[config.mk]
export PLATFORM = sky130hd
export DESIGN_NAME = mp_counter
export DESIGN_NICKNAME = d
export VERILOG_FILES = /design/src/rtl/mp_counter.sv
export SDC_FILE = /design/constraint.sdc
export NUM_CORES = 1
export LEC_CHECK = 0
export ABC_AREA = 1
export CAP_MARGIN = 40
export CORE_MARGIN = 2
export CORE_UTILIZATION = 48
export CTS_CLUSTER_SIZE = 30
export DETAILED_ROUTE_END_ITERATION = 6
export GPL_ROUTABILITY_DRIVEN = 0
export GPL_TIMING_DRIVEN = 0
export PLACE_DENSITY = 0.78
export SYNTH_ARGS = -nofsm -noshare
export SYNTH_HDL_FRONTEND = slang
export SYNTH_SLANG_ARGS = --single-unit
[constraint.sdc]
create_clock -name CLK -period 2.1 [get_ports CLK]
set_input_delay 0.42 -clock CLK [delete_from_list [all_inputs] [get_ports CLK]]
set_output_delay 0.42 -clock CLK [all_outputs]
set_load 0.03 [all_outputs]
[src/rtl/mp_counter.sv]
// Two-digit BCD up/down counter (00-99) with a multiplexed, active-low
// seven-segment display driver. Only the two low digits of the display are used.
module mp_counter #(
    parameter int TICK_DIV = 1,
    parameter int SCAN_DIV = 1
) (
    input  logic       CLK,
    input  logic       RST,
    input  logic       EN,
    input  logic       STYLE,
    output logic [6:0] DISP,
    output logic [3:0] AN,
    output logic [3:0] ONES,
    output logic [3:0] TENS
);

    localparam int PW = (TICK_DIV > 1) ? $clog2(TICK_DIV) : 1;
    localparam int SW = (SCAN_DIV > 1) ? $clog2(SCAN_DIV) : 1;

    localparam logic [PW-1:0] PRESC_LAST = PW'(TICK_DIV - 1);
    localparam logic [SW-1:0] SCAN_LAST  = SW'(SCAN_DIV - 1);

    logic [PW-1:0] presc_q, presc_d;
    logic [SW-1:0] scanCnt_q, scanCnt_d;
    logic          scanIdx_q, scanIdx_d;
    logic [3:0]    ones_q, ones_d;
    logic [3:0]    tens_q, tens_d;
    logic          tick;
    logic [3:0]    shownDigit;

    function automatic logic [6:0] segDecode(input logic [3:0] digit);
        logic [6:0] seg;
        case (digit)
            4'd0:    seg = 7'b1000000;
            4'd1:    seg = 7'b1111001;
            4'd2:    seg = 7'b0100100;
            4'd3:    seg = 7'b0110000;
            4'd4:    seg = 7'b0011001;
            4'd5:    seg = 7'b0010010;
            4'd6:    seg = 7'b0000010;
            4'd7:    seg = 7'b1111000;
            4'd8:    seg = 7'b0000000;
            4'd9:    seg = 7'b0010000;
            default: seg = 7'b1111111;
        endcase
        return seg;
    endfunction

    // The prescaler only advances while enabled, so a paused count resumes
    // with the same phase instead of restarting its divide period.
    always_comb begin
        presc_d = presc_q;
        tick    = 1'b0;
        if (EN) begin
            if (presc_q == PRESC_LAST) begin
                presc_d = '0;
                tick    = 1'b1;
            end else begin
                presc_d = presc_q + PW'(1);
            end
        end
    end

    always_comb begin
        ones_d = ones_q;
        tens_d = tens_q;
        if (tick) begin
            if (STYLE) begin
                if (ones_q == 4'd9) begin
                    ones_d = 4'd0;
                    tens_d = (tens_q == 4'd9) ? 4'd0 : tens_q + 4'd1;
                end else begin
                    ones_d = ones_q + 4'd1;
                end
            end else begin
                if (ones_q == 4'd0) begin
                    ones_d = 4'd9;
                    tens_d = (tens_q == 4'd0) ? 4'd9 : tens_q - 4'd1;
                end else begin
                    ones_d = ones_q - 4'd1;
                end
            end
        end
    end

    // Display scan is free-running and ignores EN.
    always_comb begin
        scanCnt_d = scanCnt_q;
        scanIdx_d = scanIdx_q;
        if (scanCnt_q == SCAN_LAST) begin
            scanCnt_d = '0;
            scanIdx_d = ~scanIdx_q;
        end else begin
            scanCnt_d = scanCnt_q + SW'(1);
        end
    end

    always_ff @(posedge CLK) begin
        if (!RST) begin
            presc_q   <= '0;
            scanCnt_q <= '0;
            scanIdx_q <= 1'b0;
            ones_q    <= 4'd0;
            tens_q    <= 4'd0;
        end else begin
            presc_q   <= presc_d;
            scanCnt_q <= scanCnt_d;
            scanIdx_q <= scanIdx_d;
            ones_q    <= ones_d;
            tens_q    <= tens_d;
        end
    end

    always_comb begin
        shownDigit = scanIdx_q ? tens_q : ones_q;
        AN         = scanIdx_q ? 4'b1101 : 4'b1110;
        DISP       = segDecode(shownDigit);
    end

    assign ONES = ones_q;
    assign TENS = tens_q;

endmodule

==> run_results.csv, run 1 <==
group,metric,value,unit
cells_and_area,drive_gt1_share,30.7,%
setup_path,critical_path_class,"flip-flop to output port",
yosys,syn_area,917,µm²
status,status,"finished, final reports clean",
clocking,clk_path_buf_depth,2,
yosys,async_flop_share,0,%
floorplan,io_pins,23,
setup_path,cp_top_family,"buffers and inverters",
worst_hold_path,hold_class,"flip-flop to flip-flop",
yosys,synth_edf_count,0,
sta,max_freq,0.479,GHz
cells_and_area,fin_cells,214,
setup_path,startpoint_type,"flip-flop",
placed_design,place_inst,203,
power_and_ir_drop,power-per-cell-area,693,nW/µm²
clocking,cts_buffers,3,
clocking,cts_tree,"built",
setup_path,crit_fanout,5,
global_route,grt_pass1_vias,856,
drt,first_iter_violations,16,
cells_and_area,fin_nets,199,
clocking,cts.sink_count,10,
floorplan,die_w,47.7,µm
placed_design,place_ws,-0.399,ns
drt,wl,2230,µm
yosys,yosysSeqAreaShare,21.8,%
sta,setup_viol,0,
placed_design,dpl.hpwl,1580,µm
sta,timing.final.hold_violations,0,
sta,min_period,2.09,ns
sta,drv_slew,0,
yosys,synth_ff_type,"dfxtp_1",
sta,whs,0.485,ns
global_route,grt.total_usage,21.1,%
floorplan,row_count,15,
placed_design,port_buffers,19,
floorplan,start_util,52.0,%
clocking,root_buffer,"clkbuf_4",
clocking,clk_latency,0.27,ns
setup_path,critical_path.max_stage_delay,0.33,ns
drt,drtAntennaViolNets,0,
global_route,grt_pass1_wl,3480,µm
run,drv_cap,0,
setup_path,cp_data_required_time,1.68,ns
drt,drc,0,
yosys,avgSynthCellArea,5.80,µm²
yosys,synth_cell_types,21,
global_route,grt-ovfl-total,0,
sta,fin_ws,0.0113,ns
clocking,h-tree-depth,1,
yosys,synth-seq-cells,10,
sta,setup-tns-final,0,ns
global_route,antenna_found_initial,0,
floorplan,dieArea,2280,µm²
setup_path,crit_buf_inv,3,
setup_path,arrival,1.67,ns
cells_and_area,area_growth,40.1,%
power_and_ir_drop,p_leak,0.666,nW
global_route,grt_start_max_net_pins,10,
setup_path,crit_chain,"buf_6 -> nand2_2 -> o21ai_4 -> ha_1 -> nand2_2 -> clkinv_1 -> o21ai_2 -> buf_6",
cells_and_area,final.fill_count,154,
sta,finalCritPeriodShare,99.5,%
drt,vias_per_cell,4.99,
sta,skew,0.00889,ns
sta,rsz0062_at_grt,"true",
power_and_ir_drop,power,891,µW
clocking,path_clk_slew,0.06,ns
drt,dr_total_vias,1067,
drt,drt_pre_antenna_iters,4,
floorplan,die_h,47.7,µm
yosys,synthesis.instances,158,
power_and_ir_drop,vdd_drop_max,0.000543,V
floorplan,core-area,1760,µm²
yosys,yosysWarningCount,0,
cells_and_area,num_antenna_cells,0,
setup_path,cp-end-kind,"output port",
setup_path,cp_slowest_cell,"dfxtp_2",
drt,wl_per_cell,10.4,µm
-- final cells by class --
cell class / count / area [µm²] / area share, %
buffer: 5 / 45.0 / 3.51
clock buffer: 4 / 36.3 / 2.82
inverter: 23 / 86.3 / 6.72
multi-input combinational: 121 / 638 / 49.7
sequential: 10 / 213 / 16.6
tap: 25 / 31.3 / 2.43
timing repair buffer: 26 / 235 / 18.3
-- sequential cells by signal, indices dropped and copies added (netlist names) --
register   flops
ONES           4
TENS           4
scanCnt_q      1
scanIdx_q      1
-- metrics by stage --
stage                     area [µm²]  utilization [%]
after CTS                       1210             68.9
after global routing            1280             72.8
after floorplan                  925                -
after global placement          1150             65.0
after detailed placement        1150             65.0
final                           1280             72.8
-- worst register-to-register path, delay by kind of cell, from the launching register on --
family	cells	cell delay, ns
buffers and inverters	1	0.09
DFF	1	0.48
and+or+nand+nor	6	0.62
-- metal layers --
metal / GRT usage, % / vias up / wire length, µm
met5: 0 / - / 0
met4: 8.11 / 0 / 31
met3: 1.13 / 5 / 133
met2: 36.8 / 42 / 1110
met1: 27.3 / 462 / 954
li1: - / 558 / -
-- path summary, 6_finish.rpt --
check            start         to  slack, ns  depth (start not counted)
max          scanIdx_q    DISP[3]       0.01                          8
min          scanCnt_q  scanIdx_q       0.48                          2
max reg2reg    ONES[3]    TENS[2]       0.83                          7
min reg2reg  scanCnt_q  scanIdx_q       0.48                          2
-- cell families (layout without fill, tap and decap cells) --
kind of cell / count (synthesis) / after routing / synth area share, %
compound gates: 24 / 24 / 15.1
xor+xnor: 1 / 1 / 0.955
fa+ha+maj: 5 / 5 / 6.82
buf+inv: 28 / 58 / 13.9
flops: 10 / 10 / 21.8
other cells: 2 / 3 / 0.819
simple gates: 88 / 88 / 40.5
-- cells in the final DEF, fill, tap and decap left out --
cell / count
a21oi_1: 7
buf_2: 2
buf_4: 11
buf_6: 5
clkbuf_4: 3
clkbuf_8: 1
clkdlybuf4s15_2: 1
clkdlybuf4s50_1: 12
clkinv_1: 2
conb_1: 3
dfxtp_1: 4
dfxtp_2: 4
dfxtp_4: 2
ha_1: 3
ha_2: 2
inv_1: 9
inv_2: 12
nand2_1: 47
nand2_2: 4
nand3_1: 12
nand3_4: 1
nand4_1: 2
nor2_1: 19
nor2_2: 3
o21ai_0: 7
o21ai_1: 3
o21ai_2: 4
o21ai_4: 3
xor2_1: 1
-- cells in the mapped netlist, types with 2 or more instances --
master | n | area share (%)
nand2_1 | 50 | 20
nor2_1 | 20 | 8.2
nand3_1 | 12 | 6.5
inv_1 | 11 | 4.5
dfxtp_1 | 10 | 22
inv_2 | 10 | 4.1
a21oi_1 | 7 | 3.8
o21ai_0 | 7 | 3.8
o21ai_1 | 7 | 3.8
ha_1 | 5 | 6.8
buf_4 | 4 | 3.3
clkinv_1 | 2 | 0.82
conb_1 | 2 | 0.82
nand4_1 | 2 | 1.4
nor2_2 | 2 | 1.4
o21ai_2 | 2 | 1.9
-- power by group --
part,switching (mW),internal [mW]
logic,0.292,0.192
registers,0.0282,0.207
clock network,0.0677,0.105
total,0.387,0.503
-- what timing repair did --
item,in CTS,in global routing
buffers inserted,1,5
hold buffers,0,0
setup endpoints to repair,7,7
pin swaps,2,5
resized for setup,46,20
cloned,1,0
Power figures use the tool's default switching activity.
==> inputs of run 2 (changes only) <==
- SKIP_LAST_GASP: unset -> 1
==> run 2 against run 1 <==
- sequential power is essentially flat
- combinational power is essentially flat
- worst setup slack lost 0.0031 ns
- critical path depth shrank 2
- non-clock buffer count is the same
- sequential share of layout area shrank 0.13 points
- highest routed layer unchanged
- sequential cell count is the same
- via count is the same
- global-route usage shrank 0.15 points
- register-to-register slack gained 0.03 ns
- cell area grew 0.78%
- critical endpoint is now DISP[1]
==> run_results.csv, run 2 (same netlist as run 1, synthesis figures left out) <==
group,metric,value,unit
status,status,"finished, final reports clean",
cells_and_area,layout_commonest_cell,"nand2_1",
setup_path,critical_path_class,"flip-flop to output port",
power_and_ir_drop,power.share.switching,43.3,%
sta,drv_slew,0,
drt,wl_per_cell,10.4,µm
setup_path,reg2reg_depth,7,
setup_path,rrSetupSlack,0.86,ns
setup_path,cp_data_required_time,1.68,ns
cells_and_area,final.fill_count,151,
setup_path,cp_top_family,"buffers and inverters",
global_route,grt-ovfl-total,0,
sta,max_freq,0.478,GHz
global_route,grt.total_usage,21.0,%
power_and_ir_drop,p_int,506,µW
floorplan,start_util,52.0,%
setup_path,reg2reg_to,"TENS[2]",
floorplan,dieArea,2280,µm²
clocking,cts_buffers,3,
sta,min_period,2.09,ns
worst_hold_path,hold_class,"flip-flop to flip-flop",
floorplan,die_h,47.7,µm
global_route,grt_pass1_wl,3460,µm
floorplan,core-area,1760,µm²
floorplan,row_count,15,
worst_hold_path,hp-start,"scanCnt_q",
power_and_ir_drop,p_leak,0.666,nW
power_and_ir_drop,power.clock.fraction,19.2,%
clocking,cts_tree,"built",
placed_design,place_ws,-0.399,ns
cells_and_area,drive_gt1_share,30.2,%
drt,wl,2230,µm
cells_and_area,area_growth,41.2,%
sta,skew,0.00841,ns
sta,fin_ws,0.00828,ns
clocking,root_buffer,"clkbuf_4",
placed_design,port_buffers,19,
cells_and_area,seq_area,213,µm²
setup_path,rr_startpoint,"ONES[3]",
sta,rsz0062_at_grt,"true",
clocking,cts.sink_count,10,
floorplan,io_pins,23,
setup_path,crit_fanout,6,
sta,timing.final.hold_violations,0,
drt,first_iter_violations,30,
setup_path,critical_path.max_stage_delay,0.33,ns
clocking,clk_path_buf_depth,2,
worst_hold_path,holdPathStages,2,
setup_path,cp_slowest_cell,"dfxtp_2",
power_and_ir_drop,comb_power_share,54.5,%
clocking,path_clk_slew,0.06,ns
setup_path,crit_buf_inv,3,
drt,drt_pre_antenna_iters,4,
drt,drtAntennaViolNets,0,
global_route,antenna_found_initial,0,
drt,drc,0,
placed_design,dpl.hpwl,1580,µm
floorplan,die_w,47.7,µm
setup_path,crit_chain,"buf_6 -> o21ai_4 -> inv_2 -> o21ai_2 -> nand2_1 -> clkdlybuf4s15_2",
cells_and_area,mostFrequentLayoutCells,"nand2_1 (48), nor2_1 (19), inv_2 (12), nand3_1 (12), clkdlybuf4s50_1 (12)",
power_and_ir_drop,vdd_drop_max,0.000521,V
global_route,grt_start_max_net_pins,10,
setup_path,cp-end-kind,"output port",
clocking,h-tree-depth,1,
drt,dr_total_vias,1067,
global_route,grt_pass1_vias,851,
cells_and_area,fin_nets,199,
drt,vias_per_cell,4.99,
sta,setup_viol,0,
power_and_ir_drop,seqPwrFrac,26.3,%
cells_and_area,multi_input_area,644,µm²
power_and_ir_drop,switchingPower,386,µW
worst_hold_path,hold_end,"scanIdx_q",
clocking,cts-hold-fix-buffers,0,
run,drv_cap,0,
power_and_ir_drop,power-per-cell-area,689,nW/µm²
clocking,clk_latency,0.27,ns
sta,finalCritPeriodShare,99.6,%
setup_path,arrival,1.67,ns
cells_and_area,final_util,73.4,%
setup_path,startpoint_type,"flip-flop",
cells_and_area,num_antenna_cells,0,
-- run 2: cell counts in the layout (fill, tap and decap cells not counted) --
No cell type changed its count.
-- run 2: metrics by stage --
step | cells | cell area [µm²] | power [mW] | hold slack (ns) | setup TNS, ns
after global routing | 214 | 1290 | 0.951 | 0.510 | -0.359
after floorplan | 159 | 925 | 0.529 | 0.454 | -0.00913
after CTS | 209 | 1210 | 0.846 | 0.490 | -0.0448
after detailed placement | 203 | 1150 | 0.671 | 0.477 | -2.01
after global placement | 203 | 1150 | 0.661 | 0.462 | -1.72
final | 214 | 1290 | 0.892 | 0.484 | 0
-- run 2: layer usage --
layer | wire length [µm] | part of all wire (%) | global-route usage, %
met1 | 934 | 42 | 27.0
met2 | 1110 | 50 | 36.5
met3 | 138 | 6.2 | 1.13
met4 | 46 | 2.1 | 8.11
met5 | 0 | 0 | 0
-- run 2: repair_timing --
item                                    CTS  global route
cloned                                    1             0
endpoints found under the setup margin    7             7
setup buffers                             1             5
endpoints found under the hold margin     0             0
pin swaps                                 1             5
gates resized for setup                  44            22
-- run 2: worst reg2reg max path, delay by kind of cell (launching register included) --
kind,cells,cell delay (ns)
buf+inv,1,0.08
flops,1,0.45
simple gates,6,0.62
-- run 2: area by class of cell --
cell class	instances	share of cell area [%]
plain buffers	5	3.48
clock buffers	4	2.80
repair buffers	26	18.5
multi-input cells	121	49.8
inverters	23	6.67
well taps	25	2.42
flip-flops and latches	10	16.4
-- run 2: power groups by stage --
| stage | Sequential (mW) | Combinational [mW] | Clock (mW) |
|---|---|---|---|
| after global routing | 0.237 | 0.531 | 0.183 |
| after floorplan | 0.253 | 0.276 | 0 |
| after global placement | 0.233 | 0.428 | 0 |
| after CTS | 0.234 | 0.433 | 0.179 |
| final | 0.235 | 0.486 | 0.172 |
| after detailed placement | 0.234 | 0.437 | 0 |
-- run 2: worst max path at each step --
stage	start	endpoint	slack [ns]	depth (start not counted)
after detailed placement	TENS[0]	DISP[3]	-0.40	8
final	scanIdx_q	DISP[1]	0.008	6
after global placement	TENS[0]	DISP[3]	-0.33	8
after floorplan	TENS[0]	DISP[0]	-0.009	7
after CTS	TENS[0]	DISP[3]	-0.04	8
after global routing	scanIdx_q	DISP[1]	-0.08	6
==> inputs of run 3 (changes only) <==
- CORE_MARGIN: 2 -> unset
==> run 3 against run 2 <==
- the run now ends with setup timing left
- count of clock-buffer cells in the layout unchanged
- final cell count decreased by 0.47%
- via count about the same
- sequential power about the same
- non-clock buffer count decreased by 1
- combinational power about the same
- sequential cell count unchanged
- critical path depth increased by 3
- largest cell class unchanged
- largest power group unchanged
==> run_results.csv, run 3 (same netlist as run 1, synthesis figures left out) <==
group,metric,value,unit
power_and_ir_drop,p_leak,0.667,nW
clocking,h-tree-depth,1,
placed_design,place_ws,-0.407,ns
floorplan,start_util,52.0,%
clocking,cts.sink_count,10,
global_route,grt_start_max_net_pins,10,
power_and_ir_drop,power,892,µW
floorplan,die_w,45.7,µm
floorplan,row_count,15,
cells_and_area,design_area,1280,µm²
sta,fin_ws,-0.0138,ns
power_and_ir_drop,power-per-cell-area,694,nW/µm²
floorplan,dieArea,2090,µm²
clocking,cts-hold-fix-buffers,0,
cells_and_area,drive_gt1_share,28.2,%
global_route,grt_pass1_vias,888,
drt,drt_pre_antenna_iters,4,
floorplan,io_pins,23,
cells_and_area,fin_nets,198,
power_and_ir_drop,vdd_drop_max,0.000502,V
status,violations,"setup timing",
setup_path,crit_fanout,8,
drt,dr_total_vias,1066,
setup_path,cp-end-kind,"output port",
floorplan,die_h,45.7,µm
floorplan,core-area,1760,µm²
cells_and_area,area_growth,40.1,%
placed_design,port_buffers,19,
clocking,cts_buffers,3,
sta,timing.final.hold_violations,0,
status,status,"finished with violations",
global_route,antenna_found_initial,0,
clocking,clk_latency,0.27,ns
setup_path,critical_path_class,"flip-flop to output port",
worst_hold_path,hold_class,"flip-flop to flip-flop",
global_route,grt.total_usage,22.8,%
drt,wl_per_cell,10.3,µm
drt,vias_per_cell,5.00,
cells_and_area,fin_cells,213,
drt,wl,2190,µm
cells_and_area,layout_commonest_cell,"nand2_1",
placed_design,dpl.hpwl,1580,µm
setup_path,startpoint_type,"flip-flop",
setup_path,arrival,1.69,ns
sta,rsz0062_at_grt,"true",
cells_and_area,mostFrequentLayoutCells,"nand2_1 (48), nor2_1 (20), inv_2 (12), nand3_1 (12), clkdlybuf4s50_1 (12)",
clocking,root_buffer,"clkbuf_4",
sta,drv_slew,0,
sta,max_freq,0.473,GHz
sta,finalCritPeriodShare,101,%
sta,skew,0.00557,ns
cells_and_area,num_antenna_cells,0,
setup_path,cp_data_required_time,1.68,ns
clocking,cts_tree,"built",
sta,setup_viol,1,
run,drv_cap,0,
global_route,grt_pass1_wl,3540,µm
placed_design,place_inst,203,
clocking,path_clk_slew,0.06,ns
clocking,clk_path_buf_depth,2,
global_route,grt-ovfl-total,0,
drt,drc,0,
drt,drtAntennaViolNets,0,
drt,first_iter_violations,29,
sta,whs,0.486,ns
sta,min_period,2.11,ns
placed_design,place_area,1150,µm²
[run 3: report_power, final]
group | switching, mW | leakage [nW] | internal, mW
logic | 0.293 | 0.561 | 0.193
registers | 0.0267 | 0.0851 | 0.206
clock network | 0.0687 | 0.0210 | 0.105
total | 0.388 | 0.667 | 0.504
[run 3: layout make-up]
type	instances	area, µm²
Fill cell	173	479
Multi-Input combinational cell	121	638
Sequential cell	10	211
Clock buffer	4	36.3
Timing Repair Buffer	25	236
Inverter	23	86.3
Buffer	5	45.0
Tap cell	25	31.3
[run 3: final timing paths]
| check | start | endpoint | slack (ns) | cells after the start |
|---|---|---|---|---|
| worst max-delay path | scanIdx_q | DISP[3] | -0.01 | 9 |
| worst min-delay path | scanCnt_q | scanIdx_q | 0.49 | 2 |
| worst max register to register | ONES[3] | TENS[3] | 0.88 | 8 |
| worst min register to register | scanCnt_q | scanIdx_q | 0.49 | 2 |
[run 3: worst max-delay path, stage by stage, from the launching register on]
cell	delay, ns
dfxtp_2	0.33
buf_6	0.14
buf_4	0.14
nand2_1	0.09
o21ai_4	0.09
buf_4	0.16
nand2_1	0.07
clkinv_1	0.08
o21ai_2	0.15
buf_4	0.17
[run 3: metrics by stage]
step                util (%)  setup TNS (ns)
CTS                     68.3          -0.163
finish                  72.8         -0.0138
floorplan                  -        -0.00913
detailed placement      65.0           -2.01
global route            72.8          -0.178
global placement        65.0           -1.71
[run 3: per-layer routing]
layer | share of wire [%] | vias to the layer above | track usage (%)
met2 | 50 | 23 | 39.4
met4 | 1.2 | 0 | 10.0
met1 | 46 | 486 | 29.1
met3 | 2.8 | 4 | 1.19
li1 | - | 553 | -
met5 | 0 | - | 0
[run 3: what timing repair did]
| item | in CTS | in global routing |
|---|---|---|
| endpoints found under the setup margin | 7 | 7 |
| gates resized for setup | 42 | 24 |
| pin swaps | 0 | 4 |
| setup buffers | 1 | 5 |
==> RTL edit, RTL diff (settings of run 2) <==
Make the reset (`RST`) asynchronous in one clocked block.
--- a/src/rtl/mp_counter.sv
+++ b/src/rtl/mp_counter.sv
@@ -95,7 +95,7 @@
         end
     end
 
-    always_ff @(posedge CLK) begin
+    always_ff @(posedge CLK or negedge RST) begin
         if (!RST) begin
             presc_q   <= '0;
             scanCnt_q <= '0;
Function: differs if RST is asserted again (counterexample within 4 cycles, from zero or initial values and one cycle with RST low); with RST held inactive, the same outputs for 10 cycles.
==> RTL edit against run 2 <==
  * The flow now finishes with violations (negative setup slack)
  * Critical path depth rose by 1
  * Non-clock buffer count fell by 3
  * Sequential share of layout area rose by 1.9 points
  * Final area fell by 2.9%
  * Die area fell by 0.75%
  * Synthesized area fell by 0.82%
  * Critical endpoint is now DISP[0]
  * Largest cell class unchanged
  * Worst setup slack got worse by 0.043 ns
  * Wire length rose by 2.8%
  * Sequential cell count fell by 1
Power is not compared: it rests on default switching activity, and its combinational part moved more than twofold at a synthesized area within 25%.
==> RTL edit: results (changes against run 2) <==
status -> finished with violations
failing checks -> negative setup slack
layout cells sized above 1 -> 0.308 (+0.00611)
vias in the first global route -> 882 (+3.6%)
Worst-path clk slew -> 0.08 ns (+0.02 ns)
detailed-placement wirelength estimate -> 1620 µm (+2.8%)
starting DRC count in detailed routing -> 25 (-17%)
root buf cell -> clkbuf_4
met3 routed WL -> 91 µm (-34%)
Hold Path Class -> in2async
Layout Nets -> 179 (-10%)
# setup viols final -> 5 (+5)
M1 wire length -> 1030 µm (+10%)
largest cells by area after synthesis -> dfrtp_1 (25%), nand2_1 (21%), ha_1 (6.9%)
asr flop ratio synth -> 1.00 (+1.00)
Clock Skew -> 0.00721 ns (-0.00120 ns)
Commonest cells post-synth -> nand2_1 (51), inv_1 (14), nand3_1 (11)
final worst slack -> -0.0345 ns (-0.0427 ns)
unique cell type count in the Yosys netlist -> 25 (+19%)
worst-skew pair later-pin latency -> 0.28 ns
CP arrival -> 1.71 ns (+0.04 ns)
crit path max fanout -> 5 (-1)
vias per cell -> 5.14 (+3.1%)
Inst Count DP -> 186 (-8.4%)
register area share after synthesis -> 0.248 (+0.0293)
first-pass GRT wire length -> 3790 µm (+9.6%)
Tot GR Track Use -> 0.235 (+0.0248)
synthesized area per cell -> 6.45 µm² (+11%)
filler instances -> 154 (+2.0%)
-- RTL edit: changes by cell type after synthesis, sizes merged, moves of 2 or more --
cell,delta
dfrtp,+9
a21oi,-4
inv,-2
nor2,-11
dfxtp,-10
-- RTL edit: cell type report --
type / instances / share of cell area
Buffer: 5 / 0.0308
Clock buffer: 3 / 0.0179
Clock inverter: 1 / 0.00398
Inverter: 20 / 0.0617
Multi-Input combinational cell: 108 / 0.509
Sequential cell: 9 / 0.183
Tap cell: 25 / 0.0249
Timing Repair Buffer: 23 / 0.168
-- RTL edit: per-layer routing --
layer | vias to the layer above | global-route usage
met1 | 468 | 0.306
li1 | 498 | -
met4 | 0 | 0.108
met5 | - | 0
met3 | 4 | 0.0226
met2 | 27 | 0.392
-- RTL edit: kinds of logic after synthesis --
family | count (synthesis) | synth area share
fa+ha+maj | 5 | 0.0688
flops | 9 | 0.248
buf+inv | 25 | 0.121
xor+xnor | 1 | 0.00963
other cells | 1 | 0.00412
compound gates | 22 | 0.176
simple gates | 78 | 0.373
-- RTL edit: final timing paths --
path / cells after the start / startpoint / slack (ns) / endpoint
min: 1 / RST / 0.45 / scanIdx_q
max reg2reg: 7 / ONES[1] / 0.86 / TENS[1]
max in group asynchronous: 1 / RST / 1.32 / TENS[1]
max: 7 / scanIdx_q / -0.03 / DISP[0]
min reg2reg: 2 / TENS[3] / 0.57 / TENS[3]
min in group CLK: 4 / STYLE / 0.56 / ONES[1]
-- RTL edit: stage by stage --
stage	setup slack [ns]	cell area [µm²]	setup TNS [ns]
after floorplan	0.00757	917	0
final	-0.0345	1260	-0.0712
after global routing	-0.102	1260	-0.485
after global placement	-0.398	1140	-2.26
after detailed placement	-0.504	1140	-2.82
after CTS	-0.0210	1210	-0.0644
-- RTL edit: power by group through the flow --
stage / combinational [mW] / clock [mW] / sequential [mW]
final: 1.63 / 0.149 / 0.403
after global routing: 1.77 / 0.158 / 0.422
after CTS: 1.55 / 0.151 / 0.395
after detailed placement: 1.51 / 0 / 0.384
after global placement: 1.47 / 0 / 0.383
after floorplan: 0.899 / 0 / 0.496
-- RTL edit: worst max-delay path: stages, from the launching register on --
cell and delay (ns):
dfrtp_1 0.41, buf_6 0.16, o21ai_4 0.20, inv_2 0.07
ha_2 0.18, o21ai_2 0.16, o21ai_1 0.08, buf_4 0.18
-- RTL edit: timing repair --
item	CTS	global route
resized for setup	54	14
setup buffers	2	1
endpoints found under the setup margin	7	7
pin swaps	7	2
gates cloned	1	0
